**config.mk**
```make
export PLATFORM = sky130hd
export DESIGN_NAME = spi_frame_loader_flat
export DESIGN_NICKNAME = d
export VERILOG_FILES = /design/src/rtl/panel_pkg.sv /design/src/rtl/spi_frame_loader_if.sv /design/src/rtl/spi_input_sync.sv /design/src/rtl/spi_frame_loader.sv /design/src/flat_wrapper.sv
export SDC_FILE = /design/constraint.sdc
export NUM_CORES = 1
export LEC_CHECK = 0
export CAP_MARGIN = 20
export CORE_MARGIN = 1.5
export CORE_UTILIZATION = 46
export DETAILED_ROUTE_END_ITERATION = 8
export PLACE_DENSITY_LB_ADDON = 0.08
export SYNTH_ARGS = -nofsm -noshare
export SYNTH_HDL_FRONTEND = slang
export SYNTH_SLANG_ARGS = --single-unit
```
**constraint.sdc**
```tcl
create_clock -name clk_48mhz -period 3.7 [get_ports clk_48mhz]
set_input_delay 1.11 -clock clk_48mhz [delete_from_list [all_inputs] [get_ports clk_48mhz]]
set_output_delay 1.11 -clock clk_48mhz [all_outputs]
set_load 0.01 [all_outputs]
```
**src/rtl/panel_pkg.sv**
```systemverilog
// Shared pixel_ram geometry, pixel bit layout and loader state encoding.
package panel_pkg;

    localparam int RAM_ADDR_W = 12;
    localparam int RAM_DATA_W = 16;

    // Pixel word layout: top R,G,B then bottom R,G,B, low bits reserved
    localparam int PIX_R_TOP    = 15;
    localparam int PIX_G_TOP    = 14;
    localparam int PIX_B_TOP    = 13;
    localparam int PIX_R_BOT    = 12;
    localparam int PIX_G_BOT    = 11;
    localparam int PIX_B_BOT    = 10;
    localparam int PIX_RSVD_HI  = 9;
    localparam int PIX_RSVD_LO  = 0;

    localparam logic [1:0] ST_IDLE = 2'd0;
    localparam logic [1:0] ST_ADDR = 2'd1;
    localparam logic [1:0] ST_DATA = 2'd2;

endpackage

```
**src/rtl/spi_frame_loader_if.sv**
```systemverilog
// pixel_ram write port as driven by the SPI frame loader.
interface spi_frame_loader_if
    import panel_pkg::*;
#(
    parameter int ADDR_W = RAM_ADDR_W,
    parameter int DATA_W = RAM_DATA_W
);
    logic [ADDR_W-1:0] o_ram_w_addr;
    logic [DATA_W-1:0] o_ram_w_data;
    logic              o_ram_w_enable;

    modport master (output o_ram_w_addr, output o_ram_w_data, output o_ram_w_enable);
    modport slave  (input  o_ram_w_addr, input  o_ram_w_data, input  o_ram_w_enable);
endinterface

```
**src/rtl/spi_input_sync.sv**
```systemverilog
// N-stage synchroniser for one async input, with delayed copy and edge pulses.
module spi_input_sync #(
    parameter int unsigned STAGES    = 2,
    parameter logic        RESET_VAL = 1'b0
) (
    input  logic clk_48mhz,
    input  logic reset,
    input  logic async_in,
    output logic sync_out,
    output logic sync_dly,
    output logic rise,
    output logic fall
);
    logic [STAGES-1:0] chain;

    always_ff @(posedge clk_48mhz) begin
        if (reset) begin
            chain    <= {STAGES{RESET_VAL}};
            sync_dly <= RESET_VAL;
        end else begin
            chain    <= {chain[STAGES-2:0], async_in};
            sync_dly <= sync_out;
        end
    end

    assign sync_out = chain[STAGES-1];
    assign rise     = sync_out & ~sync_dly;
    assign fall     = ~sync_out & sync_dly;
endmodule

```
**src/rtl/spi_frame_loader.sv**
```systemverilog
// SPI-slave pixel loader: first word of a CS-low transaction is the start
// address, each following 16-bit word is written to pixel_ram at ascending addresses.
module spi_frame_loader
    import panel_pkg::*;
#(
    parameter int ADDR_W      = RAM_ADDR_W,
    parameter int DATA_W      = RAM_DATA_W,
    parameter int SYNC_STAGES = 2
) (
    input  logic                 clk_48mhz,
    input  logic                 reset,
    input  logic                 i_spi_sck,
    input  logic                 i_spi_cs_n,
    input  logic                 i_spi_mosi,
    spi_frame_loader_if.master   ram_w,
    output logic                 o_frame_done,
    output logic                 o_busy,
    output logic [ADDR_W:0]      o_word_count
);
    localparam int BC_W = $clog2(DATA_W);
    localparam int WC_W = ADDR_W + 1;
    localparam logic [WC_W-1:0] WC_MAX = {1'b1, {ADDR_W{1'b0}}};

    logic sck_s, sck_dly, sck_rise, sck_fall;
    logic cs_s, cs_dly, cs_rise, cs_fall;
    logic [SYNC_STAGES-1:0] mosi_chain;
    logic mosi_s;

    logic [1:0]        state;
    logic [BC_W-1:0]   bit_cnt;
    logic [DATA_W-1:0] shift;
    logic [DATA_W-1:0] word_next;
    logic              last_bit;
    logic [ADDR_W-1:0] addr;
    logic [DATA_W-1:0] wdata;
    logic              wen;

    spi_input_sync #(.STAGES(SYNC_STAGES), .RESET_VAL(1'b0)) u_sck_sync (
        .clk_48mhz (clk_48mhz), .reset (reset), .async_in (i_spi_sck),
        .sync_out  (sck_s), .sync_dly (sck_dly), .rise (sck_rise), .fall (sck_fall)
    );

    // CS_n idles high, so its chain resets high to avoid a false edge
    spi_input_sync #(.STAGES(SYNC_STAGES), .RESET_VAL(1'b1)) u_cs_sync (
        .clk_48mhz (clk_48mhz), .reset (reset), .async_in (i_spi_cs_n),
        .sync_out  (cs_s), .sync_dly (cs_dly), .rise (cs_rise), .fall (cs_fall)
    );

    always_ff @(posedge clk_48mhz) begin
        if (reset) mosi_chain <= '0;
        else       mosi_chain <= {mosi_chain[SYNC_STAGES-2:0], i_spi_mosi};
    end
    assign mosi_s = mosi_chain[SYNC_STAGES-1];

    assign word_next = {shift[DATA_W-2:0], mosi_s};
    assign last_bit  = (bit_cnt == BC_W'(DATA_W-1));

    always_ff @(posedge clk_48mhz) begin
        if (reset) begin
            state        <= ST_IDLE;
            bit_cnt      <= '0;
            shift        <= '0;
            addr         <= '0;
            wdata        <= '0;
            wen          <= 1'b0;
            o_frame_done <= 1'b0;
            o_word_count <= '0;
        end else begin
            o_frame_done <= 1'b0;
            // Post-strobe bookkeeping runs regardless of state so a CS rise
            // right after the last bit still completes the pending write.
            if (wen) begin
                wen  <= 1'b0;
                addr <= addr + ADDR_W'(1);
                if (o_word_count != WC_MAX) o_word_count <= o_word_count + WC_W'(1);
            end
            if (cs_rise) begin
                state        <= ST_IDLE;
                bit_cnt      <= '0;
                o_frame_done <= (state != ST_IDLE) && ((o_word_count != '0) || wen);
            end else begin
                case (state)
                    ST_IDLE: begin
                        if (cs_fall) begin
                            state        <= ST_ADDR;
                            bit_cnt      <= '0;
                            shift        <= '0;
                            o_word_count <= '0;
                        end
                    end
                    ST_ADDR, ST_DATA: begin
                        if (sck_rise) begin
                            shift <= word_next;
                            if (last_bit) begin
                                bit_cnt <= '0;
                                if (state == ST_ADDR) begin
                                    addr  <= word_next[ADDR_W-1:0];
                                    state <= ST_DATA;
                                end else begin
                                    wen   <= 1'b1;
                                    wdata <= word_next;
                                end
                            end else begin
                                bit_cnt <= bit_cnt + BC_W'(1);
                            end
                        end
                    end
                    default: state <= ST_IDLE;
                endcase
            end
        end
    end

    assign o_busy               = (state != ST_IDLE);
    assign ram_w.o_ram_w_addr   = addr;
    assign ram_w.o_ram_w_data   = wdata;
    assign ram_w.o_ram_w_enable = wen;
endmodule

```
**src/flat_wrapper.sv**
```systemverilog
// flat-port wrapper written by rule: the top's interface ports become plain ports
module spi_frame_loader_flat import panel_pkg::*;
#(
    parameter int ADDR_W      = RAM_ADDR_W,
    parameter int DATA_W      = RAM_DATA_W,
    parameter int SYNC_STAGES = 2
)
  (clk_48mhz, reset, i_spi_sck, i_spi_cs_n, i_spi_mosi, o_frame_done, o_busy, o_word_count, ram_w_o_ram_w_addr, ram_w_o_ram_w_data, ram_w_o_ram_w_enable);
  spi_frame_loader_if #(.ADDR_W(ADDR_W), .DATA_W(DATA_W)) ram_w_i ();
  input  logic clk_48mhz;
  input  logic reset;
  input  logic i_spi_sck;
  input  logic i_spi_cs_n;
  input  logic i_spi_mosi;
  output logic o_frame_done;
  output logic o_busy;
  output logic [ADDR_W:0] o_word_count;
  output wire logic [$bits(ram_w_i.o_ram_w_addr)-1:0] ram_w_o_ram_w_addr;
  output wire logic [$bits(ram_w_i.o_ram_w_data)-1:0] ram_w_o_ram_w_data;
  output wire logic [$bits(ram_w_i.o_ram_w_enable)-1:0] ram_w_o_ram_w_enable;
  assign ram_w_o_ram_w_addr = ram_w_i.o_ram_w_addr;
  assign ram_w_o_ram_w_data = ram_w_i.o_ram_w_data;
  assign ram_w_o_ram_w_enable = ram_w_i.o_ram_w_enable;
  spi_frame_loader #(.ADDR_W(ADDR_W), .DATA_W(DATA_W), .SYNC_STAGES(SYNC_STAGES)) u_core (.clk_48mhz(clk_48mhz), .reset(reset), .i_spi_sck(i_spi_sck), .i_spi_cs_n(i_spi_cs_n), .i_spi_mosi(i_spi_mosi), .ram_w(ram_w_i), .o_frame_done(o_frame_done), .o_busy(o_busy), .o_word_count(o_word_count));
endmodule
```
==> flow_summary_export.csv, run 1 <==
group,metric,value,unit
run_status,status,"finished, violations left",
run_status,violations,"DRC",
synth,synth.area.top_cells,"dfxtp_1 (46%), nand2_1 (7.5%), a21oi_1 (4.8%)",
setup_path,r2r_end,"u_core.ram_w.o_ram_w_data[15]",
floorplan,die_w,85.3,um
setup_path,cp_top_family,"buffers and inverters",
synth,ys_seq_area_frac,0.462,
setup_path,cp.buffers_inverters,3,
cells_and_area,layout.nets,418,
timing,finalCritPeriodShare,0.762,
synth,synthCells,365,
pwr,powerDensity,464,nW/um2
place,dp_worst_setup_slack,0.962,ns
setup_path,crit_path_frequent_cell,"inv_1",
synth,synth_most_common_cell,"dfxtp_1",
hold_path,hold_depth,1,
clocking,cts_resized,0,
synth,synth.distinct_cells,42,
routing,wirelength,6.50,mm
place,dp_hpwl,4.37,mm
setup_path,critical-path-max-stage-delay,0.55,ns
timing,worst_slack,0.879,ns
cells_and_area,final_cell_area,3810,um2
setup_path,r2r_cells,6,
setup_path,r2r-start,"u_core.state[1]",
routing,vias_per_cell,5.29,
synth,avgSynthCellArea,8.54,um2
clocking,clkTransAtPathRegs,0.07,ns
pwr,ir_drop,0.293,mV
setup_path,critPathMaxFanout,6,
clocking,clock_sinks,72,
synth,synthFlopType,"dfxtp_1",
setup_path,cp.required,2.59,ns
clocking,cts_tree,"yes",
timing,finalMaxSlewViolations,0,
global_route,grt_max_degree,48,
timing,slew_headroom,0.378,
place,portBuffers,48,
timing,final-setup-viol-count,0,
setup_path,crit_slowest_cell,"clkdlybuf4s50_1",
synth,ys_ff_latch,72,
clocking,clkLatencyLatePin,0.36,ns
hold_path,hold_path_class,"flip-flop to flip-flop",
floorplan,fp.dieH,85.3,um
place,dp.cells,471,
synth,async_flop_share,0,
synth,synth.largest_area_cell,"dfxtp_1",
cells_and_area,synthToLayoutAreaGrowth,22.3,%
floorplan,die_area,7280,um2
setup_path,cp-end-kind,"output pin",
timing,fin_tns_setup,0,ns
cells_and_area,finalNonFillerCells,487,
floorplan,rows,29,
cells_and_area,insertedDiodeCount,0,
routing,ant_nets,0,
timing,tightest_slew,0.931,ns
setup_path,crit_type,"flip-flop to output pin",
synth,syn-cell-area,3120,um2
setup_path,critPathLaunchType,"flip-flop",
timing,fin_skew,0.00778,ns
floorplan,io_pins,49,
global_route,grt_pass1_wl,10.9,mm
clocking,hold_buffers,0,
clocking,cts_setup_buffers,0,
routing,dr.pass1.iters,6,
hold_path,holdCritStartpoint,"u_core.u_cs_sync.chain[0]",
timing,period_minus_slack,2.82,ns
synth,yosys.area.top_type_share,0.462,
clocking,htreeDepth,3,
synth,synth_top_cells_by_count,"dfxtp_1 (72), nand2_1 (62), a21oi_1 (30), nor2_1 (30), nand3_1 (23)",
place,place_congestion,0.753,
global_route,grt_usage,0.189,
timing,fmax,354,MHz
clocking,clock-root-buffer,"clkbuf_8",
cells_and_area,fill_cells,598,
floorplan,initial_utilization,0.483,
clocking,clockBufferDepth,2,
setup_path,r2r_slack,0.98,ns
global_route,overflow,0,
cells_and_area,fin_util,0.590,
global_route,antenna_found_initial,0,
setup_path,path_cells,"inv_1 > ha_1 > inv_1 > clkdlybuf4s50_1",
synth,synth_edf_count,0,
timing,holdWs,0.422,ns
cells_and_area,layout-drive-gt1-share,0.112,
place,postPlaceCellArea,3590,um2
synth,yosysWarnings,0,
routing,drt_iter0_markers,74,
timing,grt_setup_unrepaired,"false",
pwr,power.leakage,1.30,nW
routing,routedWlPerCell,13.3,um
setup_path,critical_path_arrival,1.71,ns
pwr,power,1.77,mW
routing,vias,2576,
timing,report.final.hold_viol_count,0,
hold_path,hold_end,"u_core.u_cs_sync.chain[1]",
job,max-cap-violations,0,
floorplan,coreArea,6460,um2
clocking,cts_buffers,9,
routing,drc,2,
global_route,first_global_vias,2378,
synth,syn_nets,378,
## layer usage
metal	vias to the layer above	routed length, um	GRT usage
met5	-	0	0
met4	0	132	0.0968
met3	11	222	0.0418
met2	39	3100	0.310
met1	1210	3040	0.235
li1	1316	-	-
## cell usage in the layout (no fill, tap or decap), types with 2 or more instances in the layout
| master | instances |
|---|---|
| dfxtp_1 | 72 |
| nand2_1 | 62 |
| clkdlybuf4s50_1 | 47 |
| nor2_1 | 30 |
| a21oi_1 | 30 |
| nand3_1 | 23 |
| xnor2_1 | 13 |
| a211oi_1 | 12 |
| nand2_2 | 10 |
| a21oi_2 | 10 |
| clkbuf_8 | 10 |
| nand4_1 | 9 |
| inv_1 | 8 |
| nor3_1 | 8 |
| xor2_1 | 8 |
| ha_1 | 8 |
| nor2b_1 | 5 |
| and3_1 | 5 |
| or2_2 | 4 |
| o21ai_0 | 4 |
| mux2i_1 | 3 |
| or3_1 | 3 |
| nand2b_1 | 2 |
| nor4_1 | 2 |
| bufinv_16 | 2 |
| clkinvlp_4 | 2 |
## area by class of cell
| cell class | instances | area [um2] | share of cell area |
|---|---|---|---|
| Clock inverter | 5 | 80.1 | 0.0210 |
| Tap cell | 77 | 96.3 | 0.0253 |
| Clock buffer | 11 | 141 | 0.0371 |
| Sequential cell | 72 | 1440 | 0.378 |
| Multi-Input combinational cell | 265 | 1540 | 0.404 |
| Timing Repair Buffer | 49 | 483 | 0.127 |
| Inverter | 8 | 30.0 | 0.00787 |
## cell families (layout without fill, tap and decap cells)
family / after synthesis / after routing / share of synthesized area
flops: 72 / 72 / 0.462
xor+xnor: 21 / 21 / 0.0590
compound gates: 61 / 61 / 0.125
mux: 3 / 3 / 0.00963
fa+ha+maj: 8 / 8 / 0.0321
simple gates: 172 / 172 / 0.269
buf+inv: 28 / 73 / 0.0433
## how the worst max path moves through the flow
stage                    startpoint                       endpoint  slack (ns)  cells after the start
detailed placement  u_core.state[1]  u_core.ram_w.o_ram_w_data[15]        0.96                      6
floorplan                     reset              u_core.bit_cnt[2]        1.48                      5
global route        u_core.state[0]                         o_busy        0.77                      4
global placement    u_core.state[0]   u_core.ram_w.o_ram_w_data[2]        1.01                      6
finish              u_core.state[0]                         o_busy        0.88                      4
CTS                 u_core.state[0]                         o_busy        0.86                      4
## worst register-to-register path: cells and delay by family, from the launching register on
kind | cells | cell delay (ns)
simple gates | 3 | 1.27
fa+ha+maj | 1 | 0.81
flops | 1 | 0.36
compound gates | 1 | 0.07
buf+inv | 1 | 0.09
## power by group
part	total [mW]	switching (mW)	internal, mW	leakage, nW
sequential	0.794	0.00811	0.786	0.581
clock	0.701	0.304	0.397	0.106
combinational	0.273	0.201	0.0721	0.612
## sequential cells by signal, indices dropped and copies added (netlist names), 2 cells and up
register and cells:
u_core.shift 15, u_core.bit_cnt 4, u_core.u_sck_sync.chain 2, u_core.u_cs_sync.chain 2
u_core.mosi_chain 2, u_core.ram_w.o_ram_w_data 16, u_core.state 2, u_core.ram_w.o_ram_w_addr 12
u_core.o_word_count 13
(Power assumes the default switching activity.)
==> inputs of run 2 (changes only) <==
Clock period 3.7 ns to 3 ns, I/O delays scaled along.
==> run 2 against run 1 <==
  * The run still ends with DRC left
  * Non-clock buffer count up 4
  * Clock-buffer cell count rose by 2
  * Via count up 0.97%
==> flow_summary_export.csv, run 2 (synthesis results as in run 1) <==
group,metric,value,unit
run_status,status,"finished, violations left",
run_status,violations,"DRC",
floorplan,fp.dieH,85.3,um
clocking,hold_buffers,0,
clocking,clockBufferDepth,2,
routing,vias_per_cell,5.30,
clocking,clock_sinks,72,
clocking,clkTransAtPathRegs,0.07,ns
place,dp.cells,475,
place,postPlaceCellArea,3620,um2
global_route,antenna_found_initial,0,
timing,finalMaxSlewViolations,0,
timing,worst_slack,0.376,ns
pwr,ir_drop,0.339,mV
setup_path,cp.required,2.10,ns
timing,report.final.hold_viol_count,0,
clocking,htreeDepth,3,
cells_and_area,layout.nets,422,
job,max-cap-violations,0,
setup_path,r2r_slack,0.65,ns
timing,fmax,381,MHz
clocking,clock-root-buffer,"clkbuf_8",
cells_and_area,finalNonFillerCells,491,
setup_path,critical_path_arrival,1.72,ns
cells_and_area,layout_common_cells,"dfxtp_1 (72), nand2_1 (62), clkdlybuf4s50_1 (47)",
routing,drc,2,
global_route,grt_max_degree,54,
global_route,first_global_vias,2456,
timing,final-setup-viol-count,0,
setup_path,cp-end-kind,"output pin",
clocking,cts_buffers,9,
floorplan,initial_utilization,0.483,
routing,wirelength,6.66,mm
global_route,overflow,0,
timing,period_minus_slack,2.62,ns
floorplan,die_area,7280,um2
pwr,power.leakage,1.32,nW
timing,fin_tns_setup,0,ns
cells_and_area,final_cell_area,3820,um2
place,dp_worst_setup_slack,0.626,ns
timing,tightest_slew,1.01,ns
floorplan,coreArea,6460,um2
clocking,cts_setup_buffers,0,
global_route,grt_usage,0.197,
routing,vias,2601,
setup_path,path_cells,"inv_1 > ha_1 > inv_1 > clkdlybuf4s50_1",
timing,finalCritPeriodShare,0.875,
place,dp_hpwl,4.46,mm
clocking,cts_tree,"yes",
place,portBuffers,48,
clocking,cts_resized,0,
cells_and_area,insertedDiodeCount,0,
setup_path,crit_start,"u_core.state[0]",
routing,routedWlPerCell,13.6,um
routing,ant_nets,0,
floorplan,io_pins,49,
setup_path,crit_type,"flip-flop to output pin",
cells_and_area,fin_util,0.592,
global_route,grt_pass1_wl,11.5,mm
pwr,powerDensity,561,nW/um2
hold_path,hold_path_class,"flip-flop to flip-flop",
pwr,power,2.14,mW
setup_path,critical-path-max-stage-delay,0.54,ns
timing,fin_skew,0.00743,ns
floorplan,rows,29,
cells_and_area,final_common_cell,"dfxtp_1",
clocking,clkLatencyLatePin,0.34,ns
timing,grt_setup_unrepaired,"false",
cells_and_area,synthToLayoutAreaGrowth,22.6,%
setup_path,crit_path_frequent_cell,"inv_1",
setup_path,critPathMaxFanout,6,
timing,holdWs,0.417,ns
routing,dr.pass1.iters,6,
setup_path,critPathLaunchType,"flip-flop",
setup_path,crit_end,"o_busy",
place,place_congestion,0.759,
setup_path,r2r-start,"u_core.state[0]",
setup_path,r2r_end,"u_core.ram_w.o_ram_w_data[0]",
setup_path,r2r_cells,7,
routing,drt_iter0_markers,103,
floorplan,die_w,85.3,um
cells_and_area,largest_reg_flops,16,
setup_path,crit_slowest_cell,"clkdlybuf4s50_1",
timing,slew_headroom,0.324,
cells_and_area,layout-drive-gt1-share,0.118,
## run 2: cell types whose count changed in the layout (fill, tap and decap cells not counted)
cell	change
clkinv_2	+1
bufinv_16	-1
clkinvlp_4	-2
buf_4	+4
clkbuf_8	+1
clkbuf_1	+1
## run 2: how the worst min path moves through the flow
| stage | from | end | cells after the start |
|---|---|---|---|
| 2_1_floorplan | u_core.u_cs_sync.chain[0] | u_core.u_cs_sync.chain[1] | 1 |
| 3_3_place_gp | u_core.u_cs_sync.chain[0] | u_core.u_cs_sync.chain[1] | 1 |
| 3_5_place_dp | u_core.u_cs_sync.chain[0] | u_core.u_cs_sync.chain[1] | 1 |
| 4_1_cts | u_core.u_cs_sync.chain[0] | u_core.u_cs_sync.chain[1] | 1 |
| 5_1_grt | u_core.u_cs_sync.chain[0] | u_core.u_cs_sync.chain[1] | 1 |
| 6_report | u_core.u_cs_sync.chain[0] | u_core.u_cs_sync.chain[1] | 1 |
## run 2: routing by layer
| metal | track usage | wire [um] |
|---|---|---|
| met2 | 0.315 | 3170 |
| met3 | 0.0428 | 266 |
| met1 | 0.254 | 3100 |
| met4 | 0.0938 | 119 |
| met5 | 0 | 0 |
## run 2: area by class of cell
class / instances / area, um2
clock buffer: 13 / 159
timing repair buffer: 53 / 513
sequential: 72 / 1440
inverter: 8 / 30.0
clock inverter: 3 / 40.0
fill: 640 / 2640
tap: 77 / 96.3
multi-input combinational: 265 / 1540
## run 2: worst max-delay path: cells and delay by family (launching register included)
kind                     cells  cell delay (ns)
adder cells (fa/ha/maj)      1             0.28
buffers and inverters        3             0.74
flip-flops                   1             0.36
## run 2: where the power goes
group	total, mW	internal, mW	switching (mW)
logic	0.384	0.114	0.270
clock network	0.777	0.428	0.349
registers	0.981	0.970	0.0110
==> inputs of run 3 (changes only) <==
Settings changed: REMOVE_ABC_BUFFERS set to 1, SETUP_SLACK_MARGIN set to 0.05.
==> run 3 against run 2 <==
  * Sequential share of layout area grew 0.17 points
  * Via count down 0.81%
  * First-iteration DRC count increased by 41%
  * Non-clock buffer count down 1
  * Sequential power barely moved
  * Die area unchanged
  * Highest routed layer unchanged
  * Clock-buffer cell count down 2
  * The run still ends with DRC left
  * Cell area down 0.46%
  * Largest cell class unchanged
  * Critical path depth stayed put
==> flow_summary_export.csv, run 3 (synthesis results as in run 1) <==
group,metric,value,unit
run_status,status,"finished, violations left",
run_status,violations,"DRC",
global_route,grt_usage,0.188,
cells_and_area,layout_common_cells,"dfxtp_1 (72), nand2_1 (62), clkdlybuf4s50_1 (47)",
place,portBuffers,48,
cells_and_area,insertedDiodeCount,0,
hold_path,hold_end,"u_core.u_cs_sync.chain[1]",
setup_path,r2r_slack,0.59,ns
floorplan,io_pins,49,
clocking,clkLatencyLatePin,0.34,ns
timing,period_minus_slack,2.59,ns
clocking,clockBufferDepth,2,
floorplan,die_w,85.3,um
floorplan,coreArea,6460,um2
setup_path,r2r_cells,6,
place,dp_hpwl,4.42,mm
global_route,grt_pass1_wl,10.9,mm
timing,tightest_slew,0.966,ns
cells_and_area,synthToLayoutAreaGrowth,22.0,%
routing,routedWlPerCell,13.3,um
routing,ant_nets,0,
cells_and_area,layout-drive-gt1-share,0.116,
setup_path,critPathLaunchType,"flip-flop",
hold_path,hold_path_class,"flip-flop to flip-flop",
setup_path,r2r_end,"u_core.ram_w.o_ram_w_data[0]",
setup_path,cp.required,2.10,ns
timing,final-setup-viol-count,0,
timing,finalCritPeriodShare,0.865,
timing,fmax,386,MHz
timing,finalMaxSlewViolations,0,
routing,drc,2,
global_route,antenna_found_initial,0,
routing,vias_per_cell,5.27,
floorplan,die_area,7280,um2
cells_and_area,multi_input_area,1540,um2
timing,report.final.hold_viol_count,0,
setup_path,crit_path_frequent_cell,"inv_1",
cells_and_area,largest_reg_flops,16,
setup_path,crit_type,"flip-flop to output pin",
clocking,clkTransAtPathRegs,0.08,ns
setup_path,critPathMaxFanout,6,
hold_path,holdCritStartpoint,"u_core.u_cs_sync.chain[0]",
setup_path,r2r-start,"u_core.state[0]",
pwr,ir_drop,0.293,mV
pwr,powerDensity,550,nW/um2
hold_path,hold_depth,1,
cells_and_area,layout.nets,421,
floorplan,fp.dieH,85.3,um
setup_path,critical-path-max-stage-delay,0.54,ns
setup_path,path_cells,"inv_1 > ha_1 > inv_1 > clkdlybuf4s50_1",
clocking,cts_resized,0,
floorplan,rows,29,
routing,dr.pass1.iters,6,
place,dp_worst_setup_slack,0.581,ns
cells_and_area,fill_cells,630,
setup_path,cp_top_family,"buffers and inverters",
clocking,clock_sinks,72,
clocking,clock-root-buffer,"clkbuf_8",
pwr,power,2.09,mW
place,dp.cells,474,
place,place_congestion,0.767,
cells_and_area,final_common_cell,"dfxtp_1",
job,max-cap-violations,0,
clocking,cts_setup_buffers,0,
timing,fin_tns_setup,0,ns
routing,vias,2580,
timing,slew_headroom,0.355,
pwr,power.leakage,1.31,nW
setup_path,critical_path_arrival,1.69,ns
cells_and_area,finalNonFillerCells,490,
setup_path,crit_slowest_cell,"clkdlybuf4s50_1",
cells_and_area,seq_area,1440,um2
floorplan,initial_utilization,0.483,
clocking,cts_buffers,9,
routing,drt_iter0_markers,145,
global_route,grt_max_degree,50,
global_route,first_global_vias,2314,
clocking,cts_tree,"yes",
clocking,htreeDepth,3,
timing,grt_setup_unrepaired,"false",
routing,wirelength,6.51,mm
setup_path,cp.buffers_inverters,3,
global_route,overflow,0,
setup_path,cp-end-kind,"output pin",
timing,worst_slack,0.406,ns
timing,fin_skew,0.00951,ns
clocking,hold_buffers,0,
## run 3: changes by cell type in the layout (fill, tap and decap cells not counted), sizes merged
cell and delta:
clkinv +2, clkbuf -2, buf -1
## run 3: how the worst max path moves through the flow
stage | cells after the start | slack, ns | to | start
2_1_floorplan | 6 | 0.65 | u_core.ram_w.o_ram_w_data[0] | u_core.state[0]
3_3_place_gp | 6 | 0.65 | u_core.ram_w.o_ram_w_data[14] | u_core.state[0]
3_5_place_dp | 6 | 0.58 | u_core.ram_w.o_ram_w_data[15] | u_core.state[1]
4_1_cts | 4 | 0.38 | o_busy | u_core.state[0]
5_1_grt | 4 | 0.33 | o_busy | u_core.state[0]
6_report | 4 | 0.41 | o_busy | u_core.state[0]
## run 3: worst reg2reg max path, stage by stage (launching register included)
cell,delay [ns]
dfxtp_1,0.35
inv_1,0.08
ha_1,0.53
or4b_4,0.55
or2_1,0.51
nand2_1,0.18
a21oi_1,0.07
## run 3: layout make-up
class                      instances  area share
clock buffer                      11      0.0345
inverter                           8     0.00789
sequential                        72       0.379
clock inverter                     5      0.0151
timing repair buffer              52       0.133
tap                               77      0.0253
multi-input combinational        265       0.405
## run 3: power by group
group          leakage [nW]  switching, mW  internal, mW
clock network        0.0973          0.352         0.385
registers             0.581         0.0100         0.970
logic                 0.628          0.270         0.107
## run 3: per-layer routing
layer	GRT usage	wire length (um)	part of all wire
met1	0.259	3250	0.50
met2	0.278	2840	0.44
met3	0.0418	281	0.043
met4	0.0909	131	0.020
met5	0	0	0
## run 3: through the flow
step / util / hold slack, ns / cell area [um2]
after floorplan: - / 0.389 / 3010
after global placement: 0.560 / 0.391 / 3610
after detailed placement: 0.560 / 0.395 / 3610
after CTS: 0.589 / 0.414 / 3800
after global routing: 0.589 / 0.425 / 3800
final: 0.589 / 0.412 / 3800
==> RTL edit, RTL diff (settings of run 2) <==
Make the reset (`reset`) asynchronous in 3 clocked blocks.
--- a/src/rtl/spi_input_sync.sv
+++ b/src/rtl/spi_input_sync.sv
@@ -13,7 +13,7 @@
 );
     logic [STAGES-1:0] chain;
 
-    always_ff @(posedge clk_48mhz) begin
+    always_ff @(posedge clk_48mhz or posedge reset) begin
         if (reset) begin
             chain    <= {STAGES{RESET_VAL}};
             sync_dly <= RESET_VAL;
--- a/src/rtl/spi_frame_loader.sv
+++ b/src/rtl/spi_frame_loader.sv
@@ -46,7 +46,7 @@
         .sync_out  (cs_s), .sync_dly (cs_dly), .rise (cs_rise), .fall (cs_fall)
     );
 
-    always_ff @(posedge clk_48mhz) begin
+    always_ff @(posedge clk_48mhz or posedge reset) begin
         if (reset) mosi_chain <= '0;
         else       mosi_chain <= {mosi_chain[SYNC_STAGES-2:0], i_spi_mosi};
     end
@@ -55,7 +55,7 @@
     assign word_next = {shift[DATA_W-2:0], mosi_s};
     assign last_bit  = (bit_cnt == BC_W'(DATA_W-1));
 
-    always_ff @(posedge clk_48mhz) begin
+    always_ff @(posedge clk_48mhz or posedge reset) begin
         if (reset) begin
             state        <= ST_IDLE;
             bit_cnt      <= '0;
Check against the original RTL: differs if reset is asserted again (counterexample within 4 cycles, from zero or initial values and one cycle with reset high); with reset held inactive, the same outputs for 10 cycles.
==> RTL edit against run 2 <==
- setup slack lost 48 ps
- sequential cell count is the same
- utilization grew 1.6 points
- total power grew 14%
- design area grew 9.8%
- die area grew 6.5%
- largest cell class is now sequential cells
- hold slack lost 66 ps
- largest power group unchanged
- synthesized area grew 6.7%
- routed wire length shrank 2.2%
==> RTL edit: results (changes against run 2) <==
Outcome
  • Outcome: complete, no violations (was finished with violations)

Final layout
  • Fraction of area in registers: 43.04% (was 37.72%)
  • Invs w/o clock: 11 (was 8)
  • Core Util, Final: 60.74% (was 59.16%)
  • Layout cells sized above 1: 18.41% (was 11.84%)
  • NumNets Final: 361 (was 422)
  • ClkCell Share: 6.353% (was 5.206%)
  • Area taken by multi-input logic gates: 1401 um^2 (was 1541 um^2)

Critical path
  • R2R depth: 6 (was 7)
  • Flop-to-flop setup slack: 730 ps (was 650 ps)
  • CP arrival: 1770 ps (was 1720 ps)
  • FF-to-FF End: u_core.ram_w.o_ram_w_addr[1] (was u_core.ram_w.o_ram_w_data[0])

Timing
  • Clock skew after layout: 5.605 ps (was 7.430 ps)
  • Final WS setup: 327.8 ps (was 375.6 ps)

Synthesis
  • Avg Cell Area, Syn: 11.32 um^2 (was 8.542 um^2)
  • Area contributors post-synth: dfrtp_1 52%, mux2_2 5.8%, a21bo_2 4.5% (was dfxtp_1 46%, nand2_1 7.5%, a21oi_1 4.8%)
  • Most instantiated cells after synthesis: 69 x dfrtp_1, 26 x nor2_1, 23 x nand4_1 (was 72 x dfxtp_1, 62 x nand2_1, 30 x a21oi_1, 30 x nor2_1, 23 x nand3_1)
  • Synthesized Nets: 307 (was 378)
  • Async SR Flop Fraction: 100.0% (was 0%)
  • Mux contribution to synthesized area: 6.654% (was 0.9631%)

Power and ir drop
  • Leakage: 1.858 nW (was 1.318 nW)
  • Peak VDD IR: 324.4 uV (was 339.5 uV)

Place
  • DP Cell Count: 433 (was 475)

Global routing
  • Gr usage total: 18.68% (was 19.71%)
  • Number of global-route vias before repair: 2282 (was 2456)
  • First-pass GRT wire length: 10980 um (was 11520 um)

Detailed routing
  • First DRT Iteration DRCs: 117 (was 103)
  • Drt pass-1 iters: 4 (was 6)
  • Routed wire length: 6518 um (was 6662 um)
  • Routed length per instance: 14.52 um (was 13.57 um)

Worst hold path
  • Hold Path Sink: u_core.u_sck_sync.chain[1] (was u_core.u_cs_sync.chain[1])
[RTL edit: changes by cell type after synthesis, moves of 6 or more]
cell / run 2 / this run
a211oi_1: 12 / 0
a21bo_2: 0 / 15
a21oi_1: 30 / 16
a21oi_2: 10 / 0
clkbuf_1: 14 / 7
dfrtp_1: 0 / 69
dfxtp_1: 72 / 0
mux2_2: 0 / 17
nand2_1: 62 / 14
nand2_2: 10 / 0
nand3_1: 23 / 12
nand4_1: 9 / 23
nor4_1: 2 / 8
[RTL edit: power groups by stage]
stage / combinational, W / clock, W / sequential (W)
global route: 0.000409 / 0.00107 / 0.00107
floorplan: 0.000264 / 0 / 0.00107
detailed placement: 0.000371 / 0 / 0.00108
global placement: 0.000363 / 0 / 0.00108
finish: 0.000368 / 0.000999 / 0.00107
CTS: 0.000372 / 0.00102 / 0.00106
[RTL edit: layer usage]
layer / track usage (%) / share of wire (%)
met5: 0 / 0
met4: 8.807 / 1.7
met3: 4.241 / 2.8
met2: 27.27 / 45
met1: 26.45 / 50
